### src/rtl/imem_loader.sv
// Boot loader: parses a framed byte stream into big-endian 32-bit words, writes
// them into instruction memory, and releases the core once the checksum matches.
`timescale 1ns/1ps
module imem_loader #(
  parameter logic [31:0] BASE_ADDR = 32'h0000_0000,
  parameter int          MAX_WORDS = 256
) (
  input  logic        clock,
  input  logic        reset,
  input  logic        start,
  input  logic        byte_valid,
  input  logic [7:0]  byte_data,
  output logic        byte_ready,
  output logic        wr_en,
  output logic [31:0] wr_addr,
  output logic [31:0] wr_data,
  output logic        cpu_hold,
  output logic        done,
  output logic        error
);

  // state    | meaning
  // S_IDLE   | waiting for start after reset, core held
  // S_HDR_HI | expecting count[15:8]
  // S_HDR_LO | expecting count[7:0], range check on the full count
  // S_DATA   | collecting the 4 bytes of the current word
  // S_WRITE  | one-cycle write strobe of the assembled word
  // S_CHECK  | expecting the checksum byte
  // S_DONE   | load verified, core released
  // S_ERROR  | session aborted, core held
  typedef enum logic [2:0] {
    S_IDLE, S_HDR_HI, S_HDR_LO, S_DATA, S_WRITE, S_CHECK, S_DONE, S_ERROR
  } state_t;

  localparam logic [15:0] MAX_W = 16'(MAX_WORDS);

  state_t      state_q, state_d;
  logic [15:0] count_q;
  logic [15:0] word_idx_q;
  logic [1:0]  byte_idx_q;
  logic [7:0]  csum_q;
  logic [31:0] word_q;
  logic [31:0] addr_q;

  logic        xfer;
  logic        session_open;
  logic [15:0] count_full;
  logic [15:0] word_idx_next;

  assign byte_ready = (state_q == S_HDR_HI) || (state_q == S_HDR_LO) ||
                      (state_q == S_DATA)   || (state_q == S_CHECK);
  assign xfer          = byte_valid && byte_ready;
  assign session_open  = start && ((state_q == S_IDLE) || (state_q == S_DONE) ||
                                   (state_q == S_ERROR));
  assign count_full    = {count_q[15:8], byte_data};
  assign word_idx_next = word_idx_q + 16'd1;

  assign wr_en    = (state_q == S_WRITE);
  assign wr_addr  = addr_q;
  assign wr_data  = word_q;
  assign done     = (state_q == S_DONE);
  assign error    = (state_q == S_ERROR);
  assign cpu_hold = (state_q != S_DONE);

  always_ff @(posedge clock or negedge reset) begin
    if (!reset) state_q <= S_IDLE;
    else        state_q <= state_d;
  end

  always_comb begin
    state_d = state_q;
    case (state_q)
      S_IDLE, S_DONE, S_ERROR: if (start) state_d = S_HDR_HI;
      S_HDR_HI: if (xfer) state_d = S_HDR_LO;
      S_HDR_LO: begin
        if (xfer) begin
          if (count_full > MAX_W)       state_d = S_ERROR;
          else if (count_full == 16'd0) state_d = S_CHECK;
          else                          state_d = S_DATA;
        end
      end
      S_DATA:  if (xfer && (byte_idx_q == 2'd3)) state_d = S_WRITE;
      S_WRITE: state_d = (word_idx_next == count_q) ? S_CHECK : S_DATA;
      S_CHECK: if (xfer) state_d = (byte_data == csum_q) ? S_DONE : S_ERROR;
      default: state_d = S_IDLE;
    endcase
  end

  always_ff @(posedge clock or negedge reset) begin
    if (!reset) begin
      count_q    <= '0;
      word_idx_q <= '0;
      byte_idx_q <= '0;
      csum_q     <= '0;
      word_q     <= '0;
      addr_q     <= BASE_ADDR;
    end else if (session_open) begin
      count_q    <= '0;
      word_idx_q <= '0;
      byte_idx_q <= '0;
      csum_q     <= '0;
      word_q     <= '0;
      addr_q     <= BASE_ADDR;
    end else begin
      case (state_q)
        S_HDR_HI: if (xfer) count_q[15:8] <= byte_data;
        S_HDR_LO: if (xfer) count_q[7:0]  <= byte_data;
        S_DATA: begin
          if (xfer) begin
            word_q     <= {word_q[23:0], byte_data};
            csum_q     <= csum_q ^ byte_data;
            byte_idx_q <= byte_idx_q + 2'd1;
          end
        end
        S_WRITE: begin
          // address advances after the strobe so wr_addr is BASE + 4k during it
          word_idx_q <= word_idx_next;
          addr_q     <= addr_q + 32'd4;
        end
        default: ;
      endcase
    end
  end

endmodule

### config.mk
export PLATFORM = sky130hd
export DESIGN_NAME = imem_loader
export DESIGN_NICKNAME = d
export VERILOG_FILES = /design/src/rtl/imem_loader.sv
export SDC_FILE = /design/constraint.sdc
export NUM_CORES = 1
export LEC_CHECK = 0
export ABC_CLOCK_PERIOD_IN_PS = 3050
export CAP_MARGIN = 10
export CORE_MARGIN = 2
export CORE_UTILIZATION = 45
export CTS_CLUSTER_DIAMETER = 120
export CTS_CLUSTER_SIZE = 8
export DETAILED_ROUTE_END_ITERATION = 7
export GPL_ROUTABILITY_DRIVEN = 0
export PLACE_DENSITY = 0.76
export SYNTH_ARGS = -nofsm -noshare
export SYNTH_HDL_FRONTEND = slang
export SYNTH_SLANG_ARGS = --single-unit
export TNS_END_PERCENT = 1
### constraint.sdc
create_clock -name clock -period 3.05 [get_ports clock]
set_input_delay 0.4575 -clock clock [delete_from_list [all_inputs] [get_ports clock]]
set_output_delay 0.4575 -clock clock [all_outputs]
set_load 0.005 [all_outputs]
# == Word-level counts from Yosys, hierarchy flattened ==
# Cells that the tools add are included.
# classes
n_bitwise,1
muxes,27
n_eq_ne,16
magnitude_cmp,1
add_sub_neg,3
n_reduce_logical,20
# op_table
operator,count
$mux W32,5
$mux W16,3
$mux W8,6
$add A32 B3 Y32 const B,1
$mux W3,8
$pmux W3 S6,1
$add A16 B1 Y16 const B,1
$eq A16 B16 Y1,1
$gt A16 B9 Y1 const B,1
$logic_not A16 Y1,1
$eq A3 B3 Y1 const B,4
$reduce_bool A2 Y1,5
$eq A8 B8 Y1,1
$ne A2 B2 Y1 const B,4
$xor A8 B8 Y8,1
$eq A3 B2 Y1 const B,2
$mux W2,3
$reduce_and A2 Y1,3
$logic_or A1 B1 Y1,5
$reduce_and A5 Y1,1
$eq A3 B1 Y1 const B,1
$logic_and A1 B1 Y1,3
$logic_not A3 Y1,1
$ne A3 B3 Y1 const B,1
5 further kinds,5
# totals
out_inout_bits,69
ff_bits,109
elab_cells,76

# == Longest topological paths before layout ==
# Gate-level depths: netlist of run 1.
# depth
word_depth,8
mapped_depth,7
mapped_depth_nobuf,7

# == Worst setup path after synthesis of run 1 ==
# No wires, ideal clock.
# synth_timing
path_kind,flip-flop to flip-flop
start,register word_idx_q[0]
end,register state_q[2]
arrival_ps,2292
slack_ps,692
stages_incl_launch_ff,7
period_less_slack_ps,2358
setup_ps,67
path_cell_list,dfrtp_1 ha_1 nand2_1 or4_4 or3_1 a2111oi_2 a41o_1
# synth_between
elab_chain_len,4
# synth_lines
element,line,source
start: declaration,39,logic [15:0] word_idx_q;
start signal: assignment,117,word_idx_q <= word_idx_next;
$add A16 B1 Y16,56,assign word_idx_next = word_idx_q + 16'd1;
$eq A16 B16 Y1,83,S_WRITE: state_d = (word_idx_next == count_q) ? S_CHECK : S_DATA;
$mux W3,83,
$pmux W3 S6,72,case (state_q)
end signal: assignment,67,else state_q <= state_d;
end: declaration,37,"state_t state_q, state_d;"
# Every way passes these cells.
# A chain may end at the register's enable or synchronous reset.

# == Worst setup path after layout of run 1 ==
# Ends and elaborated chain as after synthesis.

==> results of run 1 <==
-- cell type report --
cell class | instances | area, um2 | share of cell area (%)
flip-flops and latches | 107 | 2678 | 39.80
multi-input cells | 471 | 2641 | 39.26
repair buffers | 92 | 895.9 | 13.32
clock buffers | 9 | 225.2 | 3.348
well taps | 147 | 183.9 | 2.734
clock inverters | 7 | 73.82 | 1.097
inverters | 8 | 30.03 | 0.4463
-- logic make-up (layout without fill, tap and decap cells) --
| logic type | Yosys count | in the layout |
|---|---|---|
| adders and majority gates | 4 | 4 |
| and+or+nand+nor | 287 | 287 |
| other | 1 | 2 |
| buffers and inverters | 42 | 116 |
| DFF | 107 | 107 |
| xor gates and xnor gates | 64 | 64 |
| AOI/OAI and AO/OA | 113 | 113 |
| muxes | 1 | 1 |
-- flip-flops by register name, indices dropped and copies added, names as in the netlist --
signal      cells
byte_idx_q      2
wr_addr        30
csum_q          8
count_q        16
wr_data        32
state_q         3
word_idx_q     16
-- placed cells by master (no fill, tap or decap), types with 3 or more instances in the layout --
cell type	instances
inv_1	8
buf_4	14
xor2_1	39
clkbuf_16	9
ha_1	4
o41ai_1	3
nor2_1	56
a2111oi_2	3
nor4_1	10
nor3b_1	3
o31ai_1	9
o21ai_0	32
clkdlybuf4s50_1	77
nor2b_1	4
xnor2_1	25
nand3_1	21
nor3_1	7
nand2b_1	4
and2_1	3
nand2_1	139
a22o_1	3
or3_1	8
a21oi_1	50
and3_1	3
dfrtp_1	107
nand4_1	15
-- worst max-delay path: stages, from the launching register on --
cell and delay (ns):
dfrtp_1 0.43, ha_1 0.28, nand2_1 0.18, or4_4 0.60, or3_1 0.38, a2111oi_2 0.45, a41o_1 0.24
-- per-stage QoR --
stage / power [uW] / setup slack [ns] / cell area (um2) / cells
final: 4597 / 0.4185 / 6728 / 841
after global routing: 4881 / 0.2815 / 6728 / 841
after CTS: 4605 / 0.4160 / 6728 / 841
after detailed placement: 3415 / 0.4573 / 6429 / 825
after global placement: 3354 / 0.5516 / 6429 / 825
after floorplan: 2827 / 0.6918 / 5489 / 620
-- power groups by stage --
stage	logic [uW]	registers (uW)	clock network (uW)
floorplan	950	1880	0
global placement	1380	1970	0
detailed placement	1430	1990	0
CTS	1430	1960	1210
global route	1600	2010	1280
finish	1440	1970	1190
-- cells in the mapped netlist, types with 5 or more instances --
cell type	count	share of area [%]
a21oi_1	50	4.6
nand4_1	15	1.7
clkbuf_1	24	1.6
xnor2_1	25	4.0
nand3_1	21	1.9
nor2_1	57	3.9
nor2b_1	5	0.57
nor3_1	7	0.64
dfrtp_1	107	49
or3_1	8	0.91
inv_1	8	0.55
o21ai_0	32	2.9
nor4_1	10	1.1
o31ai_1	9	1.2
xor2_1	39	6.2
buf_4	5	0.68
nand2_1	139	9.5
-- worst max-delay path by stage --
stage                   from    endpoint  slack [ns]  depth (start not counted)
6_report       word_idx_q[0]  state_q[2]        0.42                          6
5_1_grt        word_idx_q[0]  state_q[2]        0.28                          6
4_1_cts        word_idx_q[0]  state_q[2]        0.42                          6
3_5_place_dp   word_idx_q[0]  state_q[2]        0.46                          6
3_3_place_gp   word_idx_q[0]  state_q[2]        0.55                          6
2_1_floorplan  word_idx_q[0]  state_q[2]        0.69                          6
-- metal layers --
metal | wire [um] | vias up
met2 | 6628 | 164
met5 | 0 | -
met1 | 6071 | 2359
li1 | - | 2250
met3 | 803 | 17
met4 | 199 | 0
==> impl_metrics.py, run 1 <==
metrics = {
    "sta": {
        "worst_slew_pin_slew_ns": 0.8213,
        "timing.final.hold_violations": 0,
        "report.final.setup_viol": 0,
        "fin_crit_ns": 2.632,
        "fin_hold_ws_ns": 0.07890,
        "post-route-period-util_pct": 86.28,
        "fin_skew_ns": 0.008358,
        "rsz0062_at_grt": "false",
        "maxSlewHeadroom_pct": 45.25,
        "setup_tns_ns": 0,
        "fmax_mhz": 380.0,
        "slew_viol_final": 0,
    },
    "detailed_routing": {
        "drt-total-wl_mm": 13.70,
        "drc": 0,
        "wl_per_cell_um": 16.29,
        "via_count": 4790,
        "first_pass_iters": 5,
        "postRouteAntennaNets": 0,
        "viasPerCell": 5.696,
        "drtIter0Drc": 372,
    },
    "outcome": {
        "status": "finished, final reports clean",
    },
    "power": {
        "clock_power_share_pct": 25.9,
        "switching_power_uw": 1664,
        "leakagePower_uw": 0.002872,
        "p_int_uw": 2933,
        "ir_drop_uv": 367.3,
        "p_seq_share_pct": 42.8,
        "power_density_nw_per_um2": 683.3,
        "combPwrFrac_pct": 31.2,
        "switching_share_pct": 36.20,
    },
    "placement": {
        "hpwl_mm": 9.518,
        "io_buffer_count": 78,
    },
    "grt": {
        "met1_usage_pct": 31.16,
        "overflow": 0,
        "grt_pass1_vias": 4556,
        "grt_max_degree": 70,
        "use_met3_pct": 4.553,
        "antenna_found_initial": 0,
        "track_usage_pct": 21.81,
        "gr-usage-met2_pct": 33.93,
        "grt_busiest_layer": "met2",
        "grt_pass1_wl_mm": 22.91,
    },
    "logic_synthesis": {
        "synthSimpleGateAreaFrac_pct": 23.97,
        "synth-main-ff-cell": "dfrtp_1",
        "yosysWarnings": 0,
        "syn_avg_cell_area_um2": 8.861,
        "synthAdderAreaFrac_pct": 0.9124,
        "synth_seq_cells": 107,
        "synth_compound_area_share_pct": 12.55,
        "synth_cell_types": 50,
        "synth_cells": 619,
        "synthXorXnorAreaFrac_pct": 10.22,
        "synth-async-reset-ratio_pct": 100.0,
        "yosysSeqAreaShare_pct": 48.81,
        "syn-cell-area_um2": 5485,
        "synth_top_family_by_area": "simple AND/OR/NAND/NOR gates",
        "synth_edf_count": 0,
        "synthMuxAreaShare_pct": 0.1825,
    },
    "floorplan": {
        "initial_core_util_pct": 45.86,
        "io_pins": 81,
        "rows": 40,
        "fp.dieW_um": 114.4,
        "dieArea_um2": 13090,
        "core-area_um2": 11960,
        "die_y_um": 114.4,
    },
    "clock_network": {
        "cts_buffers": 9,
        "h-tree-depth": 3,
        "path_clk_slew_ns": 0.07,
        "cts_tree": "yes",
        "cts-root-buf": "clkbuf_16",
        "ctsResizeCount": 0,
        "clk_latency_ns": 0.36,
        "post_cts_buffers": 0,
        "cts_sinks": 107,
        "clock_path_buffers": 2,
        "cts_hold_buf": 0,
    },
    "flow_run": {
        "cap_violations": 0,
    },
    "worst_hold_path": {
        "hp-class": "in2async",
    },
    "finish": {
        "fillers": 1013,
        "final_nets": 705,
        "n_antenna_cell": 0,
        "drive_above_1_share_pct": 6.196,
        "area_growth_pct": 22.65,
        "final_util_pct": 56.24,
    },
    "critical_path": {
        "path_class": "reg2reg",
        "cp.arrival_ns": 2.92,
        "path_max_fanout": 6,
        "crit_path_start_kind": "flop",
        "r2r_setup_slack_ns": 0.42,
        "end_kind": "flop",
        "rr_startpoint": "word_idx_q[0]",
        "worstPathRequired_ns": 3.34,
        "reg2regPathDepth": 6,
        "r2r_end": "state_q[2]",
    },
}
Note: power is estimated with default switching activity, not from simulation.
==> run 2: changes to the inputs <==
- CORE_MARGIN: 2 -> 3
- CTS_CLUSTER_DIAMETER: 120 -> not set
- REMOVE_ABC_BUFFERS: not set -> 1
==> impl_metrics.py, run 2 (synthesis results as in run 1) <==
metrics = {
    "outcome": {
        "status": "finished, final reports clean",
    },
    "sta": {
        "report.final.setup_viol": 0,
        "fin_crit_ns": 2.621,
        "fin_hold_ws_ns": 0.09887,
        "fmax_mhz": 381.5,
        "slew_viol_final": 0,
        "timing.final.hold_violations": 0,
        "fin_skew_ns": 0.005424,
        "post-route-period-util_pct": 85.93,
        "rsz0062_at_grt": "false",
        "worst_slew_pin_slew_ns": 0.7686,
        "setup_tns_ns": 0,
        "maxSlewHeadroom_pct": 48.76,
    },
    "critical_path": {
        "r2r_setup_slack_ns": 0.43,
        "end_kind": "flop",
        "worst-path-stages": 6,
        "worstPathRequired_ns": 3.35,
        "path_max_fanout": 6,
        "critPathMaxStageDelay_ns": 0.60,
        "reg2regPathDepth": 6,
        "cpMaxStageDelayCell": "or4_4",
        "path_class": "reg2reg",
        "cp_top_family": "simple AND/OR/NAND/NOR gates",
        "cp.arrival_ns": 2.92,
        "crit_path_start_kind": "flop",
        "r2r_end": "state_q[2]",
        "path_cells": "ha_1 -> nand2_1 -> or4_4 -> or3_1 -> a2111oi_2 -> a41o_1",
        "rr_startpoint": "word_idx_q[0]",
        "crit_buf_inv": 0,
    },
    "clock_network": {
        "cts-root-buf": "clkbuf_16",
        "cts_sinks": 107,
        "cts_tree": "yes",
        "post_cts_buffers": 0,
        "clk_latency_ns": 0.35,
        "path_clk_slew_ns": 0.07,
        "cts_buffers": 9,
        "h-tree-depth": 3,
        "cts_hold_buf": 0,
        "clock_path_buffers": 2,
        "ctsResizeCount": 0,
    },
    "flow_run": {
        "cap_violations": 0,
    },
    "power": {
        "switching_share_pct": 36.19,
        "p_seq_share_pct": 42.4,
        "power_density_nw_per_um2": 671.6,
        "combPwrFrac_pct": 32.3,
        "leakagePower_uw": 0.002869,
        "power.total_uw": 4512,
        "p_int_uw": 2879,
        "clock_power_share_pct": 25.3,
        "switching_power_uw": 1633,
        "ir_drop_uv": 440.9,
    },
    "detailed_routing": {
        "first_pass_iters": 7,
        "drtIter0Drc": 411,
        "wl_per_cell_um": 15.66,
        "via_count": 4630,
        "drc": 0,
        "drt-total-wl_mm": 13.11,
        "postRouteAntennaNets": 0,
        "viasPerCell": 5.532,
    },
    "finish": {
        "final_nets": 705,
        "multi_input_area_um2": 2641,
        "seqCellArea_um2": 2678,
        "largest_reg_flops": 32,
        "mostFrequentLayoutCell": "nand2_1",
        "n_antenna_cell": 0,
        "area_growth_pct": 22.49,
        "fin_area_um2": 6719,
        "drive_above_1_share_pct": 6.196,
        "mostFrequentLayoutCells": "nand2_1, dfrtp_1, clkdlybuf4s50_1",
        "fillers": 1025,
    },
    "floorplan": {
        "dieArea_um2": 13550,
        "initial_core_util_pct": 47.03,
        "die_y_um": 116.4,
        "rows": 39,
        "fp.dieW_um": 116.4,
        "io_pins": 81,
        "core-area_um2": 11660,
    },
    "grt": {
        "track_usage_pct": 20.40,
        "grt_max_degree": 65,
        "grt_pass1_wl_mm": 22.05,
        "overflow": 0,
        "grt_pass1_vias": 4525,
        "antenna_found_initial": 0,
    },
    "placement": {
        "hpwl_mm": 9.280,
        "io_buffer_count": 78,
        "placed_cell_area_um2": 6424,
    },
    "worst_hold_path": {
        "hp-class": "in2async",
    },
}
run 2: final cells by class:
type / instances / share of cell area (%)
Sequential cell: 107 / 39.85
Multi-Input combinational cell: 471 / 39.31
Timing Repair Buffer: 92 / 13.33
Clock buffer: 9 / 3.352
Tap cell: 143 / 2.663
Clock inverter: 7 / 1.043
Inverter: 8 / 0.4469
run 2: worst register-to-register path, delay by kind of cell (launching register included):
family | cells | cell delay, ns
and+or+nand+nor | 3 | 1.15
AOI/OAI and AO/OA | 2 | 0.70
DFF | 1 | 0.44
adders and majority gates | 1 | 0.28
run 2: worst max-delay path by stage:
| stage | start | end | slack (ns) |
|---|---|---|---|
| after detailed placement | word_idx_q[0] | state_q[2] | 0.46 |
| final | word_idx_q[0] | state_q[2] | 0.43 |
| after global placement | word_idx_q[0] | state_q[2] | 0.56 |
| after floorplan | state_q[1] | byte_idx_q[0] | -0.66 |
| after CTS | word_idx_q[0] | state_q[2] | 0.44 |
| after global routing | word_idx_q[0] | state_q[2] | 0.31 |
run 2: through the flow:
step | std cells | utilization (%) | setup slack [ns]
floorplan | 586 | - | -0.6570
global placement | 821 | 55.08 | 0.5550
detailed placement | 821 | 55.08 | 0.4585
CTS | 837 | 57.61 | 0.4448
global route | 837 | 57.61 | 0.3146
finish | 837 | 57.61 | 0.4291
run 2: power groups by stage:
| stage | registers (uW) | logic (uW) | clock network [uW] |
|---|---|---|---|
| after global placement | 1930 | 1420 | 0 |
| after floorplan | 1910 | 869 | 0 |
| after detailed placement | 1940 | 1460 | 0 |
| after global routing | 1950 | 1630 | 1240 |
| final | 1910 | 1460 | 1140 |
| after CTS | 1910 | 1470 | 1180 |
run 2: metal layers:
layer / up-vias / track usage, % / routed length [um]
li1: 2246 / - / -
met1: 2260 / 26.93 / 5879
met2: 108 / 34.02 / 6539
met3: 16 / 4.508 / 500
met4: 0 / 5.723 / 191
met5: - / 0 / 0
